--- config.mk ---
export PLATFORM = sky130hd
export DESIGN_NAME = minimig_autoconfig_ctrl
export DESIGN_NICKNAME = d
export VERILOG_FILES = /design/src/rtl/minimig_autoconfig_ctrl.sv
export SDC_FILE = /design/constraint.sdc
export NUM_CORES = 1
export LEC_CHECK = 0
export CAP_MARGIN = 20
export CORE_AREA = 2 2 139 141
export CTS_CLUSTER_SIZE = 14
export DETAILED_ROUTE_END_ITERATION = 8
export DIE_AREA = 0 0 141 143
export GPL_ROUTABILITY_DRIVEN = 0
export SLEW_MARGIN = 10
export SYNTH_ARGS = -nofsm -noshare
export SYNTH_HDL_FRONTEND = slang
export SYNTH_SLANG_ARGS = --single-unit
--- constraint.sdc ---
create_clock -name clk -period 2.5 [get_ports clk]
set_clock_uncertainty 0.15 [all_clocks]
set_input_delay 0.5 -clock clk [delete_from_list [all_inputs] [get_ports clk]]
set_output_delay 0.5 -clock clk [all_outputs]
set_load 0.01 [all_outputs]
--- src/rtl/minimig_autoconfig_ctrl.sv ---
// Autoconfig chain sequencer for the Minimig expansion boards (Z2 RAM,
// three Z3 RAM boards, Ethernet). Serves config-space reads from the
// nybble ROM, latches assigned base addresses, and patches the Z2 size
// nybble into the ROM on every (re)start.
module minimig_autoconfig_ctrl (
    input  logic        clk,
    input  logic        reset_n,
    input  logic        restart,
    input  logic [4:0]  board_en,
    input  logic [1:0]  z2_size,
    input  logic        req,
    input  logic        wr,
    input  logic [5:0]  addr,
    input  logic [15:0] data_in,
    output logic [15:0] data_out,
    output logic        ack,
    output logic [8:0]  rom_a_read,
    input  logic [3:0]  rom_q,
    output logic [8:0]  rom_a_write,
    output logic [3:0]  rom_d,
    output logic        rom_we,
    output logic [7:0]  base_z2,
    output logic [15:0] base_z3a,
    output logic [15:0] base_z3b,
    output logic [15:0] base_z3c,
    output logic [15:0] base_eth,
    output logic [4:0]  configured
);

    localparam int unsigned CUR_W    = 3;
    localparam int unsigned REG_W    = 6;
    localparam int unsigned ROM_AW   = 9;
    localparam int unsigned NYB_W    = 4;
    localparam int unsigned DATA_W   = 16;
    localparam int unsigned Z2BASE_W = 8;
    localparam int unsigned NBOARD   = 5;

    // FSM encoding
    localparam logic [2:0] S_INIT = 3'd0;
    localparam logic [2:0] S_SEEK = 3'd1;
    localparam logic [2:0] S_IDLE = 3'd2;
    localparam logic [2:0] S_RD_A = 3'd3;
    localparam logic [2:0] S_RD_W = 3'd4;
    localparam logic [2:0] S_RD_Q = 3'd5;
    localparam logic [2:0] S_ACK  = 3'd6;

    // Board indices; each selects a 64-nybble ROM region
    localparam logic [CUR_W-1:0] CUR_Z2   = 3'd0;
    localparam logic [CUR_W-1:0] CUR_Z3A  = 3'd1;
    localparam logic [CUR_W-1:0] CUR_Z3B  = 3'd2;
    localparam logic [CUR_W-1:0] CUR_Z3C  = 3'd3;
    localparam logic [CUR_W-1:0] CUR_ETH  = 3'd4;
    localparam logic [CUR_W-1:0] CUR_NULL = 3'd7;

    // Config-space register offsets (addr carries bits [6:1])
    localparam logic [REG_W-1:0] REG_Z2_BASE = 6'h24;
    localparam logic [REG_W-1:0] REG_Z3_BASE = 6'h22;
    localparam logic [REG_W-1:0] REG_SHUTUP  = 6'h26;

    localparam logic [ROM_AW-1:0] ROM_PATCH_ADDR = 9'h001;

    logic [2:0]          state_q, state_d;
    logic [CUR_W-1:0]    cur_q, cur_d;
    logic                adv_q, adv_d;
    logic                wr_acc_q, wr_acc_d;
    logic                ack_q, ack_d;
    logic [DATA_W-1:0]   data_out_q, data_out_d;
    logic [ROM_AW-1:0]   rom_a_read_q, rom_a_read_d;
    logic [NYB_W-1:0]    rom_d_q, rom_d_d;
    logic                rom_we_q, rom_we_d;
    logic [Z2BASE_W-1:0] base_z2_q, base_z2_d;
    logic [DATA_W-1:0]   base_z3a_q, base_z3a_d;
    logic [DATA_W-1:0]   base_z3b_q, base_z3b_d;
    logic [DATA_W-1:0]   base_z3c_q, base_z3c_d;
    logic [DATA_W-1:0]   base_eth_q, base_eth_d;
    logic [NBOARD-1:0]   configured_q, configured_d;

    // Chain order: Z2 -> Z3a -> Z3b -> Z3c -> ETH -> null
    function automatic logic [CUR_W-1:0] next_board(input logic [CUR_W-1:0] c);
        logic [CUR_W-1:0] n;
        case (c)
            CUR_Z2:  n = CUR_Z3A;
            CUR_Z3A: n = CUR_Z3B;
            CUR_Z3B: n = CUR_Z3C;
            CUR_Z3C: n = CUR_ETH;
            default: n = CUR_NULL;
        endcase
        return n;
    endfunction

    // A board takes part in the chain when enabled (Z2 also needs a size)
    function automatic logic board_eligible(input logic [CUR_W-1:0] c,
                                            input logic [NBOARD-1:0] en,
                                            input logic [1:0] sz);
        logic e;
        case (c)
            CUR_Z2:  e = en[0] && (sz != 2'd0);
            CUR_Z3A: e = en[1];
            CUR_Z3B: e = en[2];
            CUR_Z3C: e = en[3];
            CUR_ETH: e = en[4];
            default: e = 1'b0;
        endcase
        return e;
    endfunction

    // Z2 size nybble patched into the ROM; all-ones marks the board absent
    function automatic logic [NYB_W-1:0] z2_size_nybble(input logic [1:0] sz);
        logic [NYB_W-1:0] n;
        case (sz)
            2'd1:    n = 4'b0110;
            2'd2:    n = 4'b0111;
            2'd3:    n = 4'b0000;
            default: n = 4'b1111;
        endcase
        return n;
    endfunction

    // Next-state and registered-output decode
    always_comb begin
        state_d      = state_q;
        cur_d        = cur_q;
        adv_d        = adv_q;
        wr_acc_d     = wr_acc_q;
        ack_d        = 1'b0;
        data_out_d   = data_out_q;
        rom_a_read_d = rom_a_read_q;
        rom_d_d      = rom_d_q;
        rom_we_d     = 1'b0;
        base_z2_d    = base_z2_q;
        base_z3a_d   = base_z3a_q;
        base_z3b_d   = base_z3b_q;
        base_z3c_d   = base_z3c_q;
        base_eth_d   = base_eth_q;
        configured_d = configured_q;

        case (state_q)
            S_INIT: begin
                rom_we_d = 1'b1;
                rom_d_d  = z2_size_nybble(z2_size);
                cur_d    = CUR_Z2;
                state_d  = S_SEEK;
            end

            S_SEEK: begin
                if (board_eligible(cur_q, board_en, z2_size) || (cur_q == CUR_NULL)) begin
                    state_d = S_IDLE;
                end else begin
                    cur_d = next_board(cur_q);
                end
            end

            S_IDLE: begin
                if (req) begin
                    adv_d = 1'b0;
                    if (wr) begin
                        wr_acc_d = 1'b1;
                        state_d  = S_ACK;
                        if (cur_q != CUR_NULL) begin
                            if ((cur_q == CUR_Z2) && (addr == REG_Z2_BASE)) begin
                                base_z2_d       = data_in[15:8];
                                configured_d[0] = 1'b1;
                                adv_d           = 1'b1;
                            end else if ((cur_q != CUR_Z2) && (addr == REG_Z3_BASE)) begin
                                adv_d = 1'b1;
                                case (cur_q)
                                    CUR_Z3A: begin
                                        base_z3a_d      = data_in;
                                        configured_d[1] = 1'b1;
                                    end
                                    CUR_Z3B: begin
                                        base_z3b_d      = data_in;
                                        configured_d[2] = 1'b1;
                                    end
                                    CUR_Z3C: begin
                                        base_z3c_d      = data_in;
                                        configured_d[3] = 1'b1;
                                    end
                                    CUR_ETH: begin
                                        base_eth_d      = data_in;
                                        configured_d[4] = 1'b1;
                                    end
                                    default: adv_d = 1'b0;
                                endcase
                            end else if (addr == REG_SHUTUP) begin
                                adv_d = 1'b1;
                            end
                        end
                        if (adv_d) begin
                            cur_d = next_board(cur_q);
                        end
                    end else begin
                        wr_acc_d     = 1'b0;
                        rom_a_read_d = {cur_q, addr};
                        state_d      = S_RD_A;
                    end
                end
            end

            S_RD_A: state_d = S_RD_W;

            S_RD_W: state_d = S_RD_Q;

            S_RD_Q: begin
                data_out_d = {rom_q, 12'hFFF};
                ack_d      = 1'b1;
                state_d    = S_ACK;
            end

            S_ACK: begin
                // Reads raised ack on entry; writes raise it on exit
                ack_d   = wr_acc_q;
                state_d = adv_q ? S_SEEK : S_IDLE;
            end

            default: state_d = S_INIT;
        endcase

        // Restart drops any in-flight access and wipes the configuration
        if (restart) begin
            state_d      = S_INIT;
            cur_d        = CUR_Z2;
            adv_d        = 1'b0;
            wr_acc_d     = 1'b0;
            ack_d        = 1'b0;
            rom_we_d     = 1'b0;
            base_z2_d    = '0;
            base_z3a_d   = '0;
            base_z3b_d   = '0;
            base_z3c_d   = '0;
            base_eth_d   = '0;
            configured_d = '0;
        end
    end

    // State and output registers
    always_ff @(posedge clk or negedge reset_n) begin
        if (!reset_n) begin
            state_q      <= S_INIT;
            cur_q        <= CUR_Z2;
            adv_q        <= 1'b0;
            wr_acc_q     <= 1'b0;
            ack_q        <= 1'b0;
            data_out_q   <= 16'hFFFF;
            rom_a_read_q <= '0;
            rom_d_q      <= '0;
            rom_we_q     <= 1'b0;
            base_z2_q    <= '0;
            base_z3a_q   <= '0;
            base_z3b_q   <= '0;
            base_z3c_q   <= '0;
            base_eth_q   <= '0;
            configured_q <= '0;
        end else begin
            state_q      <= state_d;
            cur_q        <= cur_d;
            adv_q        <= adv_d;
            wr_acc_q     <= wr_acc_d;
            ack_q        <= ack_d;
            data_out_q   <= data_out_d;
            rom_a_read_q <= rom_a_read_d;
            rom_d_q      <= rom_d_d;
            rom_we_q     <= rom_we_d;
            base_z2_q    <= base_z2_d;
            base_z3a_q   <= base_z3a_d;
            base_z3b_q   <= base_z3b_d;
            base_z3c_q   <= base_z3c_d;
            base_eth_q   <= base_eth_d;
            configured_q <= configured_d;
        end
    end

    assign data_out    = data_out_q;
    assign ack         = ack_q;
    assign rom_a_read  = rom_a_read_q;
    assign rom_a_write = ROM_PATCH_ADDR;
    assign rom_d       = rom_d_q;
    assign rom_we      = rom_we_q;
    assign base_z2     = base_z2_q;
    assign base_z3a    = base_z3a_q;
    assign base_z3b    = base_z3b_q;
    assign base_z3c    = base_z3c_q;
    assign base_eth    = base_eth_q;
    assign configured  = configured_q;

endmodule
After elaboration in Yosys (flattened, before gate mapping)
Index checks and enable logic that the tools add are counted.
- register bits after elaboration: 104
- bits of input ports: 38
- output and inout bits: 117
- equal/unequal tests: 24
- multiplexer cells: 86
- bitwise gates (word level): 1
- reduce and logical (&&, ||, !) cells: 29
- operator list (cell ; count):
    $mux W16 ; 32
    $mux W8 ; 6
    $reduce_and A7 Y1 ; 4
    $mux W3 ; 9
    $mux W1 ; 25
    $mux W5 ; 5
    $reduce_bool A2 Y1 ; 11
    $pmux W3 S7 ; 1
    $eq A6 B6 Y1 const B ; 3
    $ne A3 B3 Y1 const B ; 6
    $eq A3 B3 Y1 const B ; 5
    $eq A3 B2 Y1 const B ; 4
    $pmux W3 S4 ; 1
    $pmux W4 S3 ; 1
    $reduce_and A5 Y1 ; 2
    $pmux W3 S3 ; 1
    $mux W4 ; 2
    $eq A3 B1 Y1 const B ; 2
    $logic_not A3 Y1 ; 2
    $pmux W1 S5 ; 1
    $eq A2 B2 Y1 const B ; 2
    $reduce_and A2 Y1 ; 2
    $reduce_bool A4 Y1 ; 1
    $reduce_or A4 Y1 ; 1
    other kinds (9) ; 11

Longest topological paths before layout
Gate-level depths: netlist of the first run.
- depth in word-level cells: 14
- depth in mapped cells: 7
- mapped depth without buffers: 5

Least setup slack after synthesis of the first run
OpenSTA, ideal clock, no wires.
- kind: input to register
- from: input port addr[0]
- to: register base_eth_q[10], in the netlist base_eth[10]
- arrival time: 1.804 ns
- setup slack: 0.414 ns
- cell stages on the path: 7
- path buffers: 2
- cell sequence: nor4b_4 > nand4_1 > nor4b_2 > buf_4 > buf_6 > mux2i_1 > nor2_1
- cells in the longest elaborated chain, start to end: 4
- elaborated cells between the ends (all ways): 7
- RTL lines (element ; RTL line ; text):
    start: declaration ; 13 ; input logic [5:0] addr,
    $eq A6 B6 Y1, on equally long branches ; 160, 164 ;
    $logic_and A1 B1 Y1, on equally long branches ; 160, 164 ;
    $ne A2 B2 Y1 (no source line) or $reduce_bool A2 Y1 (tied branches) ; n/a ;
    $reduce_and A7 Y1 (no source line) (*) ; n/a ;
    end signal: assignment ; 268 ; base_eth_q <= base_eth_d;
    end: declaration ; 75 ; logic [DATA_W-1:0] base_eth_q, base_eth_d;
Every way passes the cells marked *; elsewhere a longest branch is shown, timed or not.
A chain may end at the register's enable or synchronous reset.

Worst setup path after layout of the first run
- from: input port addr[4]
- to: register base_eth_q[9], in the netlist base_eth[9]
Same word-level chain as after synthesis.

==> results of run 1 <==
==> worst max path at each step <==
stage	depth (start not counted)	startpoint	slack, ns	endpoint
global placement	7	addr[0]	-0.22	base_eth[1]
floorplan	7	addr[0]	0.41	base_eth[10]
finish	7	addr[4]	0.17	base_eth[9]
CTS	7	addr[0]	0.12	base_eth[1]
global route	7	addr[4]	0.05	base_eth[8]
detailed placement	7	addr[0]	-0.25	base_eth[1]
==> synthesized netlist by cell type, drive strengths merged, types with 2 or more instances <==
| cell type | n | share of area |
|---|---|---|
| o21ai | 6 | 0.0066 |
| dfrtp | 99 | 0.54 |
| inv | 5 | 0.0041 |
| nand4 | 2 | 0.0041 |
| nor2b | 4 | 0.0055 |
| clkbuf | 13 | 0.011 |
| nor3b | 3 | 0.0060 |
| nand2b | 3 | 0.0041 |
| nor2 | 93 | 0.079 |
| conb | 2 | 0.0016 |
| dfstp | 4 | 0.023 |
| o31ai | 2 | 0.0033 |
| nand2 | 11 | 0.0090 |
| buf | 31 | 0.052 |
| mux2 | 15 | 0.037 |
| nor3 | 2 | 0.0022 |
| nor4b | 2 | 0.0085 |
| mux2i | 75 | 0.16 |
| a21oi | 6 | 0.0066 |
==> cell type report <==
class                           instances  area share
Sequential cell                       103       0.396
Multi-Input combinational cell        262       0.272
Timing Repair Buffer                  154       0.239
Tap cell                              234      0.0449
Clock buffer                           10      0.0366
Clock inverter                          6     0.00844
Inverter                                5     0.00288
==> repair_timing <==
| item | CTS | global route |
|---|---|---|
| hold buffers | 1 | 0 |
| resized for setup | 0 | 0 |
| setup buffers | 0 | 1 |
| endpoints found under the hold margin | 24 | 0 |
| endpoints found under the setup margin | 0 | 14 |
==> cell families after synthesis <==
| kind of cell | Yosys count |
|---|---|
| flip-flops | 103 |
| multiplexers | 90 |
| buffers and inverters | 49 |
| AND/OR/NAND/NOR | 126 |
| AO/OA/AOI/OAI | 25 |
| other | 2 |
==> stage by stage <==
| stage | utilization | TNS (ns) | instances |
|---|---|---|---|
| after floorplan | - | 0 | 414 |
| after global placement | 0.334 | -10.77 | 756 |
| after detailed placement | 0.334 | -13.87 | 756 |
| after CTS | 0.351 | 0 | 773 |
| after global routing | 0.351 | 0 | 774 |
| final | 0.351 | 0 | 774 |
==> routing by layer <==
metal	share of wire	GRT usage	vias to the layer above	wire length, um
met5	0	0	-	0
met4	0.012	0.0326	0	150
met3	0.060	0.0406	13	727
met2	0.49	0.207	115	5960
met1	0.43	0.152	1664	5220
li1	-	-	1560	-
==> state kept, by name, summed over array words and instances, names as in the netlist <==
signal      cells
ack             1
adv_q           1
base_eth       16
base_z2         8
base_z3a       16
base_z3b       16
base_z3c       16
configured      5
cur_q           3
data_out        4
rom_a_read      9
rom_d           3
rom_we          1
state_q         3
wr_acc_q        1
==> critical path, cell delays in order <==
cell and delay [ns]:
clkdlybuf4s50_1 0.46, nor4b_4 0.39, nand4_1 0.24, nor4b_4 0.33
buf_12 0.21, mux2i_1 0.20, nor2_1 0.05
==> report_power, final <==
part           switching (mW)  internal [mW]
sequential             0.0933           1.82
combinational           0.367          0.445
clock                   0.672          0.727
total                    1.13           2.99
==> summary.txt, run 1 <==
Run status
  • Status: finished, final reports clean

Route
  • Wirelength per Cell: 15.6 um
  • Final wirelength: 12.1 mm
  • Post-DRT Antenna Nets: 0
  • DR vias: 3352
  • 1st-iter DRT viols: about 160
  • Detailed-route DRC error count: 0
  • Via-to-Cell Ratio: 4.33
  • Total iterations of the first detailed-routing run: 4

Cells and area
  • Footprint of the multi-input gates: 1780 um2
  • Fin area: 6520 um2
  • Diodes inserted: 0
  • Register area: 2580 um2
  • Filler cells: 1831
  • Layout Nets: 573
  • Layout area overhead: 42.8%
  • Commonest non-fill, non-tap cell in the layout: clkdlybuf4s50_1
  • Share of layout cells above drive strength 1: 0.126
  • Most frequent cells in the layout: clkdlybuf4s50_1 (131), dfrtp_1 (99), nor2_1 (91)

Synthesis
  • Post-synthesis cell count: 395
  • Yosys reg bits: 103
  • Netlist cell types: 44
  • Mean Syn Cell Area: 11.6 um2
  • Seq/Total Area, Yosys: 0.565
  • Number of flops mapped to enable cells by yosys: 0
  • Fraction of registers with async set/reset: 1.00
  • Compound-cell area share of the yosys netlist: 0.0364
  • Dominant synthesized flop cell: dfrtp_1
  • Largest family of logic cells by synthesized area: multiplexers
  • Multiplexer share of the synthesized area: 0.201
  • Ys Warns: 0
  • Post-Synth XOR/XNOR Area: 0
  • Syn Std Cell Area: 4570 um2
  • Simple-Gate Fraction of Synth Area: 0.128
  • Synth Area in Adders: 0

Critical path
  • Worst R2R End: base_eth[9]
  • Reg-to-reg critical path startpoint: cur_q[0]
  • CP arrival: 2.41 ns
  • CP Max Fanout: 17
  • Worst Reg-to-Reg Cells: 6
  • Critical Path RT: 2.58 ns
  • Worst R2R Setup Slack: 0.41 ns
  • Setup crit end kind: flip-flop
  • Setup crit start kind: input port
  • Critical path class: input port to flip-flop

Power
  • Cell area power density: between 600 and 700 nW/um2
  • Total power: roughly 4.1 mW
  • Max IR drop VDD: 0.000369 V
  • Leakage: 2.69 nW

Clocking
  • Maximum clock insertion buffer count: 2
  • Reg clk slew, reported paths: 0.07 ns
  • Skew-Pair Late Insertion Delay: 0.34 ns
  • CTS Root Cell: clkbuf_16
  • CTS tree: yes
  • TritonCTS Buffers: 9
  • H-tree levels: 3
  • Clock sink total: 103

Timing
  • Final min period: 2.33 ns
  • Part of the cycle the worst path needs: 0.933
  • Slew Limit Headroom: 0.581
  • Peak Freq: 429 MHz
  • Worst-margin pin slew: 0.628 ns
  • # setup viols final: 0
  • Worst hold slack: ~0.34 ns
  • RSZ-0062 raised after global routing: no
  • Final Max Tran Viols: 0
  • Worst setup slack after layout: 0.168 ns
  • Final Hold Viols: 0

Place
  • Number of port buffers: 133
  • Hpwl dp: 8.50 mm
  • Post-DP Area: 6210 um2
  • Pre-CTS WS: -0.250 ns

Floorplan
  • Die width: 141 um
  • # IOs: 155
  • Die ar.: 20200 um2
  • Row count: 50
  • Core box area: 18600 um2
  • Die H: 143 um
  • Initial Utilization: 0.246

Job
  • Max cap viols: 0

Global routing
  • Global-route usage over all layers: 0.123
  • Initial antenna violation count: 0
  • Grt total ovfl: 0
  • Largest net degree at the start of global routing: 52
  • Number of global-route vias before repair: 3447
  • Global-route wire length before repair: 19.3 mm

Min path
  • Hold_sp: rom_d[3]
  • Worst hold path class: flip-flop to flip-flop
  • Hold Crit Endpoint: rom_d[3]
  • Hold path depth: 2
Power figures use the tool's default switching activity.
==> inputs of run 2 (changes only) <==
--- a/config.mk
+++ b/config.mk
@@ -11,6 +11,7 @@
 export DETAILED_ROUTE_END_ITERATION = 8
 export DIE_AREA = 0 0 141 143
 export GPL_ROUTABILITY_DRIVEN = 0
+export RECOVER_POWER = 25
 export SLEW_MARGIN = 10
 export SYNTH_ARGS = -nofsm -noshare
 export SYNTH_HDL_FRONTEND = slang
==> run 2 against run 1 <==
  * Maximum frequency hardly changed
  * Cell count unchanged
  * Flip-flop and latch count unchanged
  * Combinational power fell by 0.6%
  * Sequential share of layout area grew 0.11 points
  * Global-route usage did not move
  * Count of clock-buffer cells in the layout did not move
  * Non-clock buffer count unchanged
  * Total power decreased by 0.15%
  * First-iteration DRC count grew 1.9%
  * Hold slack better by 0.00064 ns
  * Register-to-register slack about the same
  * Critical endpoint unchanged
  * Highest routed layer unchanged
==> summary.txt, run 2 (synthesis gave the netlist of run 1 again) <==
Run status
  • Status: finished, final reports clean

Route
  • Total iterations of the first detailed-routing run: 4 (unchanged)
  • 1st-iter DRT viols: 165 (+1.9%)
  • Via-to-Cell Ratio: 4.32 (-0.36%)
  • DR vias: 3340 (-0.36%)
  • Wirelength per Cell: 15.6 um (+0.35%)
  • Post-DRT Antenna Nets: 0 (unchanged)
  • Detailed-route DRC error count: 0 (unchanged)
  • Final wirelength: 12.1 mm (+0.35%)

Power
  • Max IR drop VDD: 0.000369 V (about the same)
  • Leakage: 2.68 nW (-0.36%)
  • Total power: 4.12 mW (-0.15%)
  • Cell area power density: 633 nW/um2 (+0.14%)

Clocking
  • CTS Root Cell: clkbuf_16
  • Post-cts sizing count: 0 (unchanged)
  • TritonCTS Buffers: 9 (unchanged)
  • CTS tree: yes
  • Skew-Pair Late Insertion Delay: 0.34 ns (about the same)
  • Maximum clock insertion buffer count: 2 (unchanged)
  • Clock sink total: 103 (unchanged)
  • H-tree levels: 3 (unchanged)
  • Reg clk slew, reported paths: 0.07 ns (about the same)

Critical path
  • Setup crit start kind: input port
  • Critical path startpoint: addr[4]
  • Reg-to-reg critical path startpoint: cur_q[0]
  • Setup crit end kind: flip-flop
  • CP Max Fanout: 17 (unchanged)
  • End of the critical path: base_eth[9]
  • Worst Reg-to-Reg Cells: 6 (unchanged)
  • CP arrival: 2.41 ns (about the same)
  • Critical path class: input port to flip-flop
  • Worst R2R End: base_eth[9]
  • Worst R2R Setup Slack: 0.42 ns (about the same)
  • Critical Path RT: 2.58 ns (about the same)

Floorplan
  • Row count: 50 (unchanged)
  • Die ar.: 20200 um2 (unchanged)
  • Initial Utilization: 0.246 (unchanged)
  • Die H: 143 um (unchanged)
  • Core box area: 18600 um2 (unchanged)
  • Die width: 141 um (unchanged)
  • # IOs: 155 (unchanged)

Cells and area
  • Share of layout cells above drive strength 1: 0.124 (-0.00185)
  • Fin area: 6500 um2 (-0.29%)
  • Commonest non-fill, non-tap cell in the layout: clkdlybuf4s50_1
  • Most frequent cells in the layout: clkdlybuf4s50_1 (131), dfrtp_1 (99), nor2_1 (91)
  • Layout area overhead: 42.4%
  • Diodes inserted: 0 (unchanged)
  • Layout Nets: 573 (unchanged)

Place
  • Hpwl dp: 8.50 mm (unchanged)
  • Pre-CTS WS: -0.250 ns (unchanged)
  • Number of port buffers: 133 (unchanged)
  • Post-DP Area: 6210 um2 (unchanged)

Timing
  • Peak Freq: 429 MHz (about the same)
  • Part of the cycle the worst path needs: 0.932 (about the same)
  • Final Hold Viols: 0 (unchanged)
  • Worst setup slack after layout: 0.170 ns (+0.00193 ns)
  • Slew Limit Headroom: 0.503 (-0.0788)
  • Final Max Tran Viols: 0 (unchanged)
  • Setup TNS: 0 ns (unchanged)
  • # setup viols final: 0 (unchanged)
  • RSZ-0062 raised after global routing: no
  • Worst-margin pin slew: 0.746 ns (+0.118 ns)
  • Final min period: 2.33 ns (-0.00193 ns)

Global routing
  • Global-route wire length before repair: 19.3 mm (unchanged)
  • Global-route usage over all layers: 0.123 (unchanged)
  • Largest net degree at the start of global routing: 52 (unchanged)
  • Grt total ovfl: 0 (unchanged)
  • Initial antenna violation count: 0 (unchanged)
  • Number of global-route vias before repair: 3447 (unchanged)

Min path
  • Hold path depth: 2 (unchanged)
  • Worst hold path class: flip-flop to flip-flop

Job
  • Max cap viols: 0 (unchanged)
## run 2: repair_timing
action	CTS	global route
hold endpoints to repair	24	0
endpoints found under the setup margin	0	14
buffers inserted	0	1
hold buffers	1	0
## run 2: per-layer routing
layer | track usage | part of all wire | wire, um | up-vias
met3 | 0.0406 | 0.058 | 699 | 12
li1 | - | - | - | 1557
met1 | 0.152 | 0.44 | 5280 | 1663
met2 | 0.207 | 0.49 | 5970 | 108
met4 | 0.0326 | 0.012 | 147 | 0
met5 | 0 | 0 | 0 | -
## run 2: layout make-up
cell class,count,area [um2]
timing repair buffer,154,1540
clock inverter,6,55.1
clock buffer,10,239
multi-input combinational,262,1780
inverter,5,18.8
tap,234,293
fill,1829,12100
sequential,103,2580
## run 2: worst max-delay path, stage by stage
cell	delay [ns]
clkdlybuf4s50_1	0.46
nor4b_4	0.39
nand4_1	0.24
nor4b_4	0.33
buf_12	0.21
mux2i_1	0.20
nor2_1	0.05
## run 2: worst min path at each step
stage	startpoint	slack (ns)	endpoint
detailed placement	reset_n	0.31	rom_a_read[4]
CTS	rom_d[3]	0.35	rom_d[3]
global route	rom_d[3]	0.37	rom_d[3]
global placement	reset_n	0.31	rom_a_read[8]
floorplan	reset_n	0.05	ack
finish	rom_d[3]	0.35	rom_d[3]
## run 2: power by group
group | switching (mW) | total, mW | internal (mW)
Sequential | 0.0932 | 1.91 | 1.82
Combinational | 0.367 | 0.807 | 0.440
Clock | 0.671 | 1.40 | 0.727
## run 2: per-stage QoR
step | std cells | util | hold WS [ns]
after CTS | 773 | 0.351 | 0.347
after global routing | 774 | 0.350 | 0.368
final | 774 | 0.350 | 0.346
after detailed placement | 756 | 0.334 | 0.314
after global placement | 756 | 0.334 | 0.310
after floorplan | 414 | - | 0.0544
